--- src/rtl/crc_pkg.sv ---
// Shared definitions for the CRC stream block: FSM states, mode constants
// and the bitwise MSB-first CRC byte update.
package crc_pkg;

  typedef enum logic {
    S_DATA   = 1'b0,
    S_APPEND = 1'b1
  } state_e;

  localparam int MODE_GEN = 0;
  localparam int MODE_CHK = 1;

  // Width-generic on a 32-bit carrier; bits above 'width' are kept at zero.
  function automatic logic [31:0] crc_step(input logic [31:0] crc,
                                           input logic [7:0]  data,
                                           input logic [31:0] poly,
                                           input int unsigned width);
    logic [31:0] c;
    logic [31:0] top;
    logic [31:0] mask;
    mask = (width >= 32) ? 32'hFFFF_FFFF : ((32'd1 << width) - 32'd1);
    top  = 32'd1 << (width - 1);
    c    = crc ^ (32'(data) << (width - 8));
    for (int i = 0; i < 8; i++) begin
      if ((c & top) != 32'd0) c = ((c << 1) ^ poly) & mask;
      else                    c = (c << 1) & mask;
    end
    return c;
  endfunction

endpackage

--- src/rtl/crc_step_comb.sv ---
// Combinational one-byte CRC update; thin wrapper around crc_pkg::crc_step.
module crc_step_comb
  import crc_pkg::*;
#(
  parameter int               CRC_W = 8,
  parameter logic [CRC_W-1:0] POLY  = CRC_W'(8'h07)
) (
  input  logic [CRC_W-1:0] crc,
  input  logic [7:0]       data,
  output logic [CRC_W-1:0] nxt
);

  assign nxt = CRC_W'(crc_step(32'(crc), data, 32'(POLY), CRC_W));

endmodule

--- src/rtl/crc_stream.sv ---
// Byte-stream CRC generator (MODE=0, appends CRC) or checker (MODE=1).
// Optional statistics counters are built when CRC_STREAM_STATS_EN is defined.
module crc_stream
  import crc_pkg::*;
#(
  parameter int               CRC_W   = 8,
  parameter logic [CRC_W-1:0] POLY    = CRC_W'(8'h07),
  parameter logic [CRC_W-1:0] INIT    = '1,
  parameter logic [CRC_W-1:0] XOROUT  = '0,
  parameter int               MODE    = MODE_GEN,
  parameter logic [CRC_W-1:0] RESIDUE = '0
) (
  input  logic        i_clk,
  input  logic        i_arst_n,
  input  logic        i_clr,
  input  logic [7:0]  i_data,
  input  logic        i_valid,
  input  logic        i_last,
  output logic        o_ready,
  output logic [7:0]  o_data,
  output logic        o_valid,
  output logic        o_last,
  input  logic        i_ready,
  output logic        o_chk_valid,
  output logic        o_chk_err,
  output logic [15:0] o_frame_cnt,
  output logic [15:0] o_err_cnt
);

  localparam int NBYTES = CRC_W / 8;

  // Handshake: a beat moves on either side only in a cycle where its valid
  // and the matching ready are both high at the rising edge of i_clk.
  state_e           state;
  logic [CRC_W-1:0] crc;
  logic [CRC_W-1:0] crc_nxt;
  logic [CRC_W-1:0] shreg;
  logic [1:0]       cnt;
  logic             tail;
  logic             accept;
  logic             out_fire;

  crc_step_comb #(.CRC_W(CRC_W), .POLY(POLY)) u_step (
    .crc  (crc),
    .data (i_data),
    .nxt  (crc_nxt)
  );

  assign o_ready  = (state == S_DATA) && (!o_valid || i_ready);
  assign accept   = i_valid && o_ready;
  assign out_fire = o_valid && i_ready;

  always_ff @(posedge i_clk or negedge i_arst_n) begin
    if (!i_arst_n) begin
      state       <= S_DATA;
      crc         <= INIT;
      shreg       <= '0;
      cnt         <= 2'd0;
      tail        <= 1'b0;
      o_data      <= 8'h00;
      o_valid     <= 1'b0;
      o_last      <= 1'b0;
      o_chk_valid <= 1'b0;
      o_chk_err   <= 1'b0;
    end else if (i_clr) begin
      state       <= S_DATA;
      crc         <= INIT;
      tail        <= 1'b0;
      o_valid     <= 1'b0;
      o_chk_valid <= 1'b0;
    end else begin
      o_chk_valid <= 1'b0;
      case (state)
        S_DATA: begin
          if (out_fire) o_valid <= 1'b0;
          if (accept) begin
            o_data  <= i_data;
            o_valid <= 1'b1;
            o_last  <= (MODE == MODE_CHK) && i_last;
            if (!i_last) begin
              crc <= crc_nxt;
            end else begin
              crc <= INIT;
              if (MODE == MODE_GEN) begin
                shreg <= crc_nxt ^ XOROUT;
                cnt   <= 2'(NBYTES - 1);
                tail  <= 1'b0;
                state <= S_APPEND;
              end else begin
                o_chk_valid <= 1'b1;
                o_chk_err   <= (crc_nxt != RESIDUE);
              end
            end
          end
        end
        S_APPEND: begin
          // 'tail' means the final CRC byte is loaded and waiting for its handshake.
          if (tail) begin
            if (out_fire) begin
              o_valid <= 1'b0;
              tail    <= 1'b0;
              state   <= S_DATA;
            end
          end else if (!o_valid || i_ready) begin
            o_data  <= shreg[CRC_W-1 -: 8];
            o_valid <= 1'b1;
            o_last  <= (cnt == 2'd0);
            shreg   <= shreg << 8;
            if (cnt == 2'd0) tail <= 1'b1;
            else             cnt  <= cnt - 2'd1;
          end
        end
      endcase
    end
  end

`ifdef CRC_STREAM_STATS_EN
  logic        frame_done;
  logic        err_done;
  logic [15:0] frame_cnt;
  logic [15:0] err_cnt;

  assign frame_done = (MODE == MODE_GEN) ? (state == S_APPEND && tail && out_fire && !i_clr)
                                         : o_chk_valid;
  assign err_done   = o_chk_valid && o_chk_err;

  always_ff @(posedge i_clk or negedge i_arst_n) begin
    if (!i_arst_n) begin
      frame_cnt <= 16'h0000;
      err_cnt   <= 16'h0000;
    end else begin
      if (frame_done && frame_cnt != 16'hFFFF) frame_cnt <= frame_cnt + 16'd1;
      if (err_done && err_cnt != 16'hFFFF)     err_cnt   <= err_cnt + 16'd1;
    end
  end

  assign o_frame_cnt = frame_cnt;
  assign o_err_cnt   = err_cnt;
`else
  assign o_frame_cnt = 16'h0000;
  assign o_err_cnt   = 16'h0000;
`endif

endmodule

--- config.mk ---
export PLATFORM = sky130hd
export DESIGN_NAME = crc_stream
export DESIGN_NICKNAME = d
export VERILOG_FILES = /design/src/rtl/crc_pkg.sv /design/src/rtl/crc_step_comb.sv /design/src/rtl/crc_stream.sv
export SDC_FILE = /design/constraint.sdc
export NUM_CORES = 1
export LEC_CHECK = 0
export ABC_AREA = 0
export CAP_MARGIN = 20
export CORE_UTILIZATION = 45
export CTS_BUF_LIST = sky130_fd_sc_hd__clkbuf_8
export DETAILED_ROUTE_END_ITERATION = 12
export PLACE_DENSITY = 0.77
export RECOVER_POWER = 100
export SYNTH_ARGS = -nofsm -noshare
export SYNTH_HDL_FRONTEND = slang
export SYNTH_HIERARCHICAL = 1
export SYNTH_SLANG_ARGS = --single-unit
--- constraint.sdc ---
create_clock -name i_clk -period 1.8 [get_ports i_clk]
set_input_delay 0.18 -clock i_clk [delete_from_list [all_inputs] [get_ports i_clk]]
set_output_delay 0.18 -clock i_clk [all_outputs]
set_load 0.03 [all_outputs]
==> results of run 1 <==
critical path: cells and delay by family, from the launching register on:
family / cells / cell delay, ns
flops: 1 / 0.58
compound gates: 2 / 0.23
xor+xnor: 3 / 0.70
simple gates: 1 / 0.19
flip-flops by register name, indices dropped and copies added, names as in the netlist:
name,flops
cnt,2
crc,8
o_data,8
o_last,1
o_valid,1
shreg,8
state,1
tail,1
routing by layer:
layer | routed length (um) | up-vias
met5 | 0 | -
met1 | 1890 | 677
met2 | 1890 | 61
met3 | 254 | 6
met4 | 64 | 0
li1 | - | 677
power breakdown:
group          internal [W]  switching, W
clock              0.000257      0.000257
combinational      0.000517      0.000557
sequential         0.000823     0.0000926
total               0.00160      0.000906
area by class of cell:
cell class	count	area (um2)
clock buffers	5	68.8
inverters	10	37.5
clock inverters	3	11.3
repair buffers	51	447
multi-input cells	136	1020
flip-flops and latches	30	761
well taps	50	62.6
fillers	358	1710
metrics by stage:
| step | utilization (%) | hold WS (ns) | instance area, um2 |
|---|---|---|---|
| finish | 58.5 | 0.488 | 2410 |
| CTS | 57.8 | 0.298 | 2380 |
| global placement | 55.7 | 0.489 | 2290 |
| floorplan | - | -0.116 | 2100 |
| detailed placement | 55.7 | 0.497 | 2290 |
| global route | 58.5 | 0.524 | 2410 |
worst paths after layout:
path | end | slack [ns] | depth (start not counted)
worst min-delay path | o_data[1]$_DFFE_PN0P_ | 0.49 | 2
max in group asynchronous | o_data[6]$_DFFE_PN0P_ | 0.83 | 2
worst max register to register | shreg[7]$_DFFE_PN0P_ | 0.01 | 6
min in group i_clk | o_data[3]$_DFFE_PN0P_ | 0.50 | 1
worst max-delay path | shreg[7]$_DFFE_PN0P_ | 0.01 | 6
worst min register to register | o_data[3]$_DFFE_PN0P_ | 0.50 | 1
cells in the mapped netlist (4+ instances only):
cell type / number / area [um2]
inv_1: 9 / 33.8
xnor2_1: 15 / 131
dfrtp_1: 22 / 551
o211ai_1: 7 / 52.6
clkbuf_1: 4 / 15.0
and3b_1: 7 / 61.3
buf_4: 34 / 255
o22a_1: 8 / 70.1
o2111ai_1: 8 / 70.1
dfstp_2: 8 / 210
nand2_1: 7 / 26.3
xor2_1: 6 / 52.6
mux2_2: 17 / 191
nor2_1: 4 / 15.0
what timing repair did:
item / CTS / global route
hold buffers: 0 / 0
gates resized for setup: 1 / 4
endpoints found under the setup margin: 4 / 5
cells in the final DEF (no fill, tap or decap), types with 2 or more instances in the layout:
master,count
buf_4,25
clkbuf_8,5
clkdlybuf4s50_1,12
o22a_1,8
and3_1,2
and3b_1,7
mux2_2,17
xnor2_2,2
o2111ai_1,8
dfstp_2,6
xor2_1,4
nor2_1,4
a21oi_1,2
dfstp_1,2
xnor2_1,13
o211ai_1,7
inv_1,12
dlygate4sd3_1,11
nor3b_1,2
nor2b_1,3
a221o_1,2
nand2_1,7
dfrtp_1,22
conb_1,34
kinds of logic after synthesis:
group | Yosys count | synth area share, %
adders and majority gates | 1 | 0.633
AOI/OAI and AO/OA | 33 | 13.9
muxes | 17 | 9.69
buffers and inverters | 53 | 18.3
DFF | 30 | 38.5
and+or+nand+nor | 30 | 9.44
other | 1 | 0.190
xor gates and xnor gates | 21 | 9.31
==> flow_summary.ini, run 1 <==
[critical_path]
cp.required_ns = 2.00
slowest_delay_ns = 0.58
crit_type = reg2reg
crit_start = crc[6]$_DFFE_PN1P_
cpMostUsedCell = xor2_1
worst-path-max-fanout = 2
reg2reg_from = crc[6]$_DFFE_PN1P_
crit_chain = xor2_4, xor2_1, xor2_1, and3b_1, o2111ai_1, o211ai_1
slowest_stage = dfstp_2
end_kind = register
start_kind = register
arrival_ns = 1.99

[detailed_routing]
vias_per_cell = 4.99
wirelength_mm = 4.09
num_vias = 1421
drc = 0
wire_per_inst_um = 14.3
drt-pass1-iter-count = 4
first_iter_violations = 90
ant_nets = 0

[timing]
setup_viol = 0
max_freq_mhz = 559
finalHoldViolations = 0
grt_setup_unrepaired = yes
post-route-worst-setup-slack_ns = 0.0123
timing.setup.tns_ns = 0
worst_pin_slew_ns = 0.752
fin_crit_ns = 1.79
clock_skew_ns = 0.00822
maxSlewHeadroom_pct = 49.9
slew_viol_final = 0
fin_crit_sh_pct = 99.3

[yosys]
yosys_warnings = 6
synthCells = 186
synthDistinctLibCells = 36
synth.avg_cell_area_um2 = 10.6
synth_ff_type = dfrtp_1
seq_area_frac_synth_pct = 38.5
synth_edf_count = 0
async_flop_share_pct = 100
syn_area_um2 = 1980
synth_seq_cells = 30

[placement]
place.gp.congestion = 0.796
pre_cts_slack_ns = -0.153
port_buffers = 24
hpwl_mm = 2.71
dp_cells = 277

[floorplanning]
die_area_um2 = 4660
initial_utilization_pct = 48.0
die_height_um = 68.3
coreArea_um2 = 4120
die_w_um = 68.3
io_pins = 59
rows = 23

[final_layout]
final_nets = 249
area_growth_pct = 21.8
drive_gt1_share_pct = 26.0
antenna_cells = 0
finalNonFillerCells = 285

[power]
power_density_nw_per_um2 = 1040
total_power_w = 0.00250
leakage_nw = 1.09
vdd_drop_max_uv = 619

[outcome]
status = complete, no violations

[min_path]
hold_class = in2async

[clock_network]
clk_pin_slew_worst_paths_ns = 0.07
cts_root_buf = clkbuf_8
cts_tree = yes
cts_max_level = 2
cts_buffers = 5
clockBufferDepth = 2
postCtsSetupBuffers = 0
cts.sinks = 30
clock_latency_ns = 0.29

[global_routing]
antenna_found_initial = 0
top_usage_layer = met2
grt_usage_pct = 19.3
first_global_vias = 1309
grt_max_degree = 31
grt_overflow = 0
grtUsageMet3_pct = 5.00
use_met2_pct = 29.4
grt_util_met1_pct = 25.5
grt_first_pass_wirelength_mm = 6.38

[flow_run]
drv_cap = 0
Note: power is estimated with default switching activity, not from simulation.
==> run 2, diff against run 1 <==
Settings changed: PLACE_DENSITY 0.77 to 0.78, SYNTH_HIERARCHICAL 1 to not set.
==> run 2 against run 1 <==
Compared with the run above: global-route usage down 1.5 points; largest cell class unchanged; critical path type unchanged; sequential share of layout area is 3.9 points higher; maximum frequency increased by 7.7%; largest power group is now registers; sequential power barely moved; clock skew is 0.0018 ns lower.
==> flow_summary.ini, run 2 <==
[outcome]
status = complete, no violations

[power]
leakage_nw = 0.931
vdd_drop_max_uv = 399
power_density_nw_per_um2 = 1070

[critical_path]
slowest_delay_ns = 0.57
timing.rr.end = crc[1]$_DFFE_PN1P_
end_kind = register
crit_chain = xnor2_1, xor3_1, and3_1, a21oi_1
crit_type = reg2reg
cp_num_cells = 4
crit_start = crc[6]$_DFFE_PN1P_
cp.required_ns = 2.00
start_kind = register
critPathTopFamily = XOR/XNOR gates
cp-endpoint = crc[1]$_DFFE_PN1P_
r2r_cells = 4
cp.buffers_inverters = 0
r2r_setup_slack_ns = 0.14
worst-path-max-fanout = 4
reg2reg_from = crc[6]$_DFFE_PN1P_
arrival_ns = 1.86
slowest_stage = dfstp_2

[timing]
max_freq_mhz = 603
fin_crit_ns = 1.66
grt_setup_unrepaired = no
maxSlewHeadroom_pct = 49.8
fin_crit_sh_pct = 92.2
clock_skew_ns = 0.00647
worst_pin_slew_ns = 0.752
setup_viol = 0
finalHoldViolations = 0
fin_hold_ws_ns = 0.488
timing.setup.tns_ns = 0
slew_viol_final = 0

[placement]
port_buffers = 24
dp_cells = 259
place.gp.congestion = 0.772
hpwl_mm = 2.53
placed_area_um2 = 2090

[yosys]
synth_ff_type = dfrtp_1
seq_area_frac_synth_pct = 40.9
synthDistinctLibCells = 34
synth_edf_count = 0
yosysMostFrequentCell = buf_4
synthCells = 181
synth_top_cells_by_count = buf_4 (34), dfrtp_1 (22), xnor2_1 (19), nor2_1 (17), a21oi_1 (16)
syn_area_um2 = 1860
synth_area_leader_cell = dfrtp_1
synth.avg_cell_area_um2 = 10.3
yosys_warnings = 0
synth_area_leaders = dfrtp_1 (30%), buf_4 (14%), dfstp_2 (11%)
async_flop_share_pct = 100
synth_top_area_share_pct = 29.6
synth_seq_cells = 30

[detailed_routing]
ant_nets = 0
wirelength_mm = 3.43
num_vias = 1262
wire_per_inst_um = 12.9
first_iter_violations = 61
vias_per_cell = 4.73
drt-pass1-iter-count = 4
drc = 0

[clock_network]
clockBufferDepth = 2
postCtsHoldBufs = 0
clk_pin_slew_worst_paths_ns = 0.06
clock_latency_ns = 0.28
cts_root_buf = clkbuf_8
cts.sinks = 30
cts_tree = yes
cts_buffers = 5
cts_max_level = 2

[global_routing]
grt_max_degree = 31
grt_first_pass_wirelength_mm = 5.63
grt_util_met1_pct = 20.8
grt_usage_pct = 17.8
grt_overflow = 0
use_met2_pct = 30.1
first_global_vias = 1213
antenna_found_initial = 0
grtUsageMet3_pct = 3.10
top_usage_layer = met2

[final_layout]
seq_area_um2 = 761
final_common_cell = conb_1
area_growth_pct = 15.2
layout_common_cells = conb_1 (34), dfrtp_1 (22), xnor2_1 (20), nor2_1 (17), a21oi_1 (16)
fill_cells = 361
multi_input_area_um2 = 916
largestRegisters = crc x8, o_data x8, shreg x8
final_nets = 231
design_area_um2 = 2140
antenna_cells = 0
finalNonFillerCells = 267
final_util_pct = 53.6
drive_gt1_share_pct = 12.4

[floorplanning]
io_pins = 59
rows = 23
die_height_um = 66.3
initial_utilization_pct = 46.5
coreArea_um2 = 4000
die_w_um = 66.3
die_area_um2 = 4400

[flow_run]
drv_cap = 0

[min_path]
hold_class = in2async
run 2: final cells by class:
class                   count  area share, %
clock buffers               6           3.85
clock inverters             2          0.350
inverters                   5          0.875
multi-input cells         140           42.7
flip-flops and latches     30           35.5
well taps                  50           2.92
repair buffers             34           13.8
run 2: worst register-to-register path, delay by kind of cell, from the launching register on:
kind | cells | cell delay (ns)
XOR/XNOR | 2 | 0.71
flip-flops | 1 | 0.57
AO/OA/AOI/OAI | 1 | 0.12
AND/OR/NAND/NOR | 1 | 0.19
run 2: kinds of logic after synthesis:
family                   count (synthesis)  share of synthesized area, %
other                                    1                         0.201
XOR/XNOR                                25                          15.3
flip-flops                              30                          40.9
multiplexers                             8                          4.30
AO/OA/AOI/OAI                           36                          13.0
AND/OR/NAND/NOR                         36                          9.81
adder cells (fa/ha/maj)                  1                         0.672
buffers and inverters                   44                          15.9
run 2: how the worst min path moves through the flow:
stage / from / to / slack (ns) / depth (start not counted)
floorplan: i_arst_n / cnt[0]$_DFFE_PN0P_ / -0.12 / 0
global placement: shreg[5]$_DFFE_PN0P_ / shreg[5]$_DFFE_PN0P_ / 0.47 / 1
detailed placement: shreg[5]$_DFFE_PN0P_ / shreg[5]$_DFFE_PN0P_ / 0.48 / 1
CTS: i_arst_n / tail$_DFFE_PN0P_ / 0.30 / 2
global route: crc[1]$_DFFE_PN1P_ / crc[1]$_DFFE_PN1P_ / 0.51 / 2
finish: i_arst_n / state$_DFF_PN0_ / 0.49 / 2
run 2: routing by layer:
layer | wire length, um | vias up
met4 | 85 | 0
met3 | 123 | 7
met5 | 0 | -
met2 | 1680 | 39
met1 | 1540 | 599
li1 | - | 617
run 2: where the power goes:
part	internal [W]	switching (W)	leakage, nW
combinational	0.000348	0.000484	0.522
clock	0.000300	0.000238	0.0538
sequential	0.000831	0.0000864	0.355
run 2: timing repair:
action / 4_1_cts / 5_1_grt
buffers inserted: 0 / 0
resized for setup: 0 / 1
endpoints found under the setup margin: 0 / 1
run 2: through the flow:
step | power (W) | worst slack [ns]
detailed placement | 0.00180 | 0.00882
global route | 0.00242 | 0.0547
finish | 0.00229 | 0.140
floorplan | 0.00158 | 0.253
CTS | 0.00234 | 0.0114
global placement | 0.00178 | 0.0602
